===== src/rtl/hazard_sensor_conditioner.sv =====
// Hazard sensor conditioner: four-channel threshold/hysteresis comparison followed
// by a consecutive-sample debounce, producing clean hazard flags and a change pulse.
module hazard_sensor_conditioner #(
  parameter int unsigned W     = 8,
  parameter int unsigned DEB   = 3,
  parameter int unsigned G_ON  = 200,
  parameter int unsigned G_OFF = 150,
  parameter int unsigned S_ON  = 180,
  parameter int unsigned S_OFF = 120,
  parameter int unsigned H_ON  = 220,
  parameter int unsigned H_OFF = 190,
  parameter int unsigned T_ON  = 210,
  parameter int unsigned T_OFF = 170
) (
  input  logic         clk,
  input  logic         rst,
  input  logic         sample_valid,
  input  logic [W-1:0] gas,
  input  logic [W-1:0] smoke,
  input  logic [W-1:0] humidity,
  input  logic [W-1:0] temp,
  output logic         IG,
  output logic         IS,
  output logic         IH,
  output logic         IT,
  output logic         changed
);

  localparam int unsigned CW = (DEB > 1) ? $clog2(DEB + 1) : 1;
  localparam logic [CW-1:0] LAST = CW'(DEB - 1);

  // Channel order: 0 gas, 1 smoke, 2 humidity, 3 temperature
  localparam logic [3:0][W-1:0] ON_TH  = {W'(T_ON),  W'(H_ON),  W'(S_ON),  W'(G_ON)};
  localparam logic [3:0][W-1:0] OFF_TH = {W'(T_OFF), W'(H_OFF), W'(S_OFF), W'(G_OFF)};

  logic [3:0][W-1:0]  rd;
  logic [3:0]         flag;
  logic [3:0][CW-1:0] cnt;
  logic [3:0]         cand;
  logic [3:0]         toggle;

  assign rd = {temp, humidity, smoke, gas};

  // Hysteresis: the threshold applied depends on the current flag
  always_comb begin
    cand   = '0;
    toggle = '0;
    for (int unsigned i = 0; i < 4; i++) begin
      cand[i]   = flag[i] ? (rd[i] > OFF_TH[i]) : (rd[i] >= ON_TH[i]);
      toggle[i] = sample_valid && (cand[i] != flag[i]) && (cnt[i] == LAST);
    end
  end

  always_ff @(posedge clk or posedge rst) begin
    if (rst) begin
      flag    <= '0;
      cnt     <= '0;
      changed <= 1'b0;
    end else begin
      changed <= |toggle;
      if (sample_valid) begin
        for (int unsigned i = 0; i < 4; i++) begin
          if (cand[i] == flag[i]) begin
            cnt[i] <= '0;
          end else if (cnt[i] == LAST) begin
            flag[i] <= ~flag[i];
            cnt[i]  <= '0;
          end else begin
            cnt[i] <= cnt[i] + CW'(1);
          end
        end
      end
    end
  end

  assign IG = flag[0];
  assign IS = flag[1];
  assign IH = flag[2];
  assign IT = flag[3];

endmodule


===== config.mk =====
export PLATFORM = sky130hd
export DESIGN_NAME = hazard_sensor_conditioner
export DESIGN_NICKNAME = d
export VERILOG_FILES = /design/src/rtl/hazard_sensor_conditioner.sv
export SDC_FILE = /design/constraint.sdc
export NUM_CORES = 1
export LEC_CHECK = 0
export BUFFER_PORTS_ARGS = -buffer_cell sky130_fd_sc_hd__buf_2
export CORE_MARGIN = 5
export CORE_UTILIZATION = 39
export CTS_CLUSTER_SIZE = 20
export DETAILED_ROUTE_END_ITERATION = 7
export GPL_ROUTABILITY_DRIVEN = 1
export HOLD_SLACK_MARGIN = 0.03
export PLACE_DENSITY = 0.82
export SLEW_MARGIN = 10
export SYNTH_ARGS = -nofsm -noshare
export SYNTH_HDL_FRONTEND = slang
export SYNTH_SLANG_ARGS = --single-unit
export TNS_END_PERCENT = 20

===== constraint.sdc =====
create_clock -name clk -period 1.3 [get_ports clk]
set_input_delay 0.26 -clock clk [delete_from_list [all_inputs] [get_ports clk]]
set_output_delay 0.26 -clock clk [all_outputs]
set_load 0.02 [all_outputs]

==> flow_metrics.py <==
metrics = {
    "pwr": {
        "p_leak_uw": 0.0005474,
        "p_int_uw": 928.2,
        "ir_worst_vdd_uv": 738.5,
        "p_comb_share_pct": 38.7,
        "swShare_pct": 37.19,
        "netSwitchingPower_uw": 549.6,
        "power_density_mw_per_mm2": 1309,
        "clkPwrFrac_pct": 16.7,
        "seqPwrFrac_pct": 44.6,
    },
    "sta": {
        "setup_viol_count_final": 3,
        "setup_tns_ns": -0.07023,
        "timing.final.crit_period_ns": 1.336,
        "relSlewSlack_pct": 67.23,
        "rsz0062_at_grt": "true",
        "fin_skew_ns": 0.0008027,
        "maxSlewViolCount": 0,
        "hold_violations": 0,
        "worst_pin_slew_ns": 0.4910,
        "fin_crit_sh_pct": 102.8,
        "fin_ws_ns": -0.03638,
        "fmax_mhz": 748.3,
    },
    "detailed_routing": {
        "vias": 849,
        "vias_per_cell": 5.373,
        "drt_iter0_markers": 16,
        "first_pass_iters": 6,
        "wirelength_mm": 2.166,
        "avgRoutedWirePerCell_microns": 13.71,
        "ant_nets": 0,
        "drt_drc_violations_left": 0,
    },
    "floorplan": {
        "die_w_microns": 54.38,
        "ioPinCount": 40,
        "core.rowCount": 16,
        "core-area_sq_mm": 0.001922,
        "die_h_microns": 54.38,
        "initial_core_util_pct": 39.97,
        "dieArea_sq_mm": 0.002957,
    },
    "outcome": {
        "violations": "negative setup slack",
        "status": "complete, but fails checks",
    },
    "worst_setup_path": {
        "end_kind": "flip-flop",
        "cp_max_fo": 2,
        "crit_arrival_ns": 1.49,
        "crit_start": "temp[6]",
        "r2r_start": "flag[0]$_DFFE_PP0P_",
        "cp.required_ns": 1.45,
        "rr_worst_depth": 4,
        "ff2ff_setup_slack_ns": 0.04,
        "cp-start-kind": "input pin",
        "crit_slowest_cell": "or4b_4",
        "max_stage_delay_ns": 0.52,
        "crit_type": "input pin to flip-flop",
        "crit_chain": "buf_2, or4b_4, o311ai_4, o211ai_1, xnor2_1",
        "r2r_end": "flag[0]$_DFFE_PP0P_",
    },
    "synthesis": {
        "synth_nets": 116,
        "syn-instance-count": 81,
        "synth_warnings": 0,
        "avgSynthCellArea_sq_um": 9.484,
        "synth_seq_area_share_pct": 42.35,
        "ys_ff_latch": 13,
        "syn_area_sq_um": 768.2,
        "synth.distinct_cells": 31,
    },
    "global_route": {
        "grt_pass1_vias": 840,
        "gr-total-overflow": 0,
        "grt_max_degree": 17,
        "grt_pass1_wl_mm": 3.346,
        "grt_use_total_pct": 15.43,
        "antenna_found_initial": 0,
    },
    "cts": {
        "cts_num_sinks": 13,
        "h-tree-depth": 1,
        "insertion_delay_ns": 0.27,
        "clockRootBuffer": "clkbuf_4",
        "cts_inserted_buffers": 3,
        "cts_tree": "yes",
        "postCtsSetupRepairBufs": 0,
        "clk_pin_slew_worst_paths_ns": 0.08,
        "ctsLongestPathBuffers": 2,
    },
    "layout": {
        "num_antenna_cells": 0,
        "instances_no_fill": 158,
        "synthToLayoutAreaGrowth_pct": 46.91,
        "layout-drive-gt1-share_pct": 45.80,
        "final_nets": 167,
    },
    "placement": {
        "dp.cells": 153,
        "dp_hpwl_mm": 1.753,
        "io_buffers": 39,
        "gp_congestion": 0.7957,
        "pre_cts_slack_ns": -0.3401,
    },
    "hold_path": {
        "worstHoldPathType": "input pin to flip-flop",
        "hold_end": "cnt[7]$_DFFE_PP0P_",
        "worstHoldPathCells": 3,
        "hp-start": "sample_valid",
    },
    "run": {
        "drv_cap": 0,
    },
}
## registers in the layout (all words and copies together) (netlist names)
signal / flops
flag: 4
cnt: 8
changed: 1
## timing repair
item,4_1_cts,5_1_grt
pin swaps,2,3
endpoints found under the setup margin,7,8
hold buffers,1,0
endpoints found under the hold margin,13,0
gates resized for setup,8,2
## cells by family (layout without fill, tap and decap cells)
kind of cell           count (synthesis)  after routing  synth area share, %
AO/OA/AOI/OAI                         28             28                27.85
multiplexers                           1              1                1.303
flip-flops                            13             13                42.35
AND/OR/NAND/NOR                       27             27                19.87
buffers and inverters                  8             58                4.072
XOR/XNOR                               4              4                4.560
## how the worst max path moves through the flow
stage / to / slack (ns) / cells after the start
CTS: flag[3]$_DFFE_PP0P_ / -0.04 / 5
finish: flag[3]$_DFFE_PP0P_ / -0.04 / 5
global placement: flag[3]$_DFFE_PP0P_ / -0.28 / 5
floorplan: flag[3]$_DFFE_PP0P_ / -0.15 / 4
global route: cnt[7]$_DFFE_PP0P_ / -0.08 / 5
detailed placement: flag[3]$_DFFE_PP0P_ / -0.34 / 5
## cell type report
| cell class | count | area (sq um) |
|---|---|---|
| flip-flops and latches | 13 | 326.6 |
| fillers | 164 | 793.3 |
| inverters | 7 | 26.28 |
| well taps | 27 | 33.78 |
| multi-input cells | 60 | 451.7 |
| clock buffers | 4 | 26.28 |
| repair buffers | 47 | 264.0 |
## metrics by stage
step | area [sq um] | hold slack [ns] | power [uW] | utilization, %
global placement | 1060 | 0.2885 | 1162 | 55.14
floorplan | 783.3 | 0.1369 | 970.8 | -
detailed placement | 1060 | 0.2971 | 1202 | 55.14
global route | 1129 | 0.4071 | 1572 | 58.72
CTS | 1120 | 0.3773 | 1465 | 58.27
finish | 1129 | 0.3800 | 1478 | 58.72
## worst max-delay path, delay by kind of cell
family	cells	cell delay, ns
compound gates	2	0.43
xor+xnor	1	0.17
buf+inv	1	0.11
simple gates	1	0.52
## cell usage in the layout, fill, tap and decap left out, types with 2 or more instances in the layout
cell type  instances
a211oi_1           2
and3_1             2
buf_2             38
buf_4              7
clkbuf_4           3
dfrtp_1           12
inv_1              7
nand2_1            6
nand2b_1           5
nand3_1            2
nand4_1            3
nor2_1             3
o211a_1            2
o211ai_1           3
o21ai_0            2
o21ai_2            2
o22ai_1            3
o31ai_1            4
xnor2_1            4
## synthesized netlist by cell type
cell / instances / area share [%]
dfrtp_1: 13 / 42
inv_1: 7 / 3.4
nand2_1: 6 / 2.9
nand2b_1: 5 / 4.1
o21ai_0: 5 / 3.3
o31ai_1: 5 / 4.9
xnor2_1: 4 / 4.6
nand4_1: 3 / 2.4
nor2_1: 3 / 1.5
o211ai_1: 3 / 2.9
o22ai_1: 3 / 2.4
a211oi_1: 2 / 2.0
and3_1: 2 / 1.6
nand3_1: 2 / 1.3
o211a_1: 2 / 2.6
a21bo_2: 1 / 1.3
a21oi_1: 1 / 0.65
a31o_2: 1 / 1.1
a31oi_1: 1 / 0.81
and4_1: 1 / 1.1
buf_2: 1 / 0.65
mux2i_1: 1 / 1.3
nand3b_1: 1 / 0.98
nor3_1: 1 / 0.65
nor4_1: 1 / 0.81
o211ai_2: 1 / 1.6
o21bai_1: 1 / 0.98
o311ai_0: 1 / 1.1
o311ai_2: 1 / 2.1
or3b_2: 1 / 1.1
or4b_1: 1 / 1.3
## power groups by stage
stage          clock, uW  sequential, uW  combinational [uW]
2_1_floorplan          0             713                 258
4_1_cts              247             655                 563
5_1_grt              265             679                 628
3_5_place_dp           0             662                 540
3_3_place_gp           0             648                 515
6_report             247             658                 572
## per-layer routing
| layer | track usage, % | part of all wire, % |
|---|---|---|
| met5 | 0 | 0 |
| met4 | 6.639 | 1.4 |
| met3 | 1.090 | 4.8 |
| met2 | 29.88 | 55 |
| met1 | 16.89 | 39 |
No activity file was read; power rests on OpenSTA's default activity.
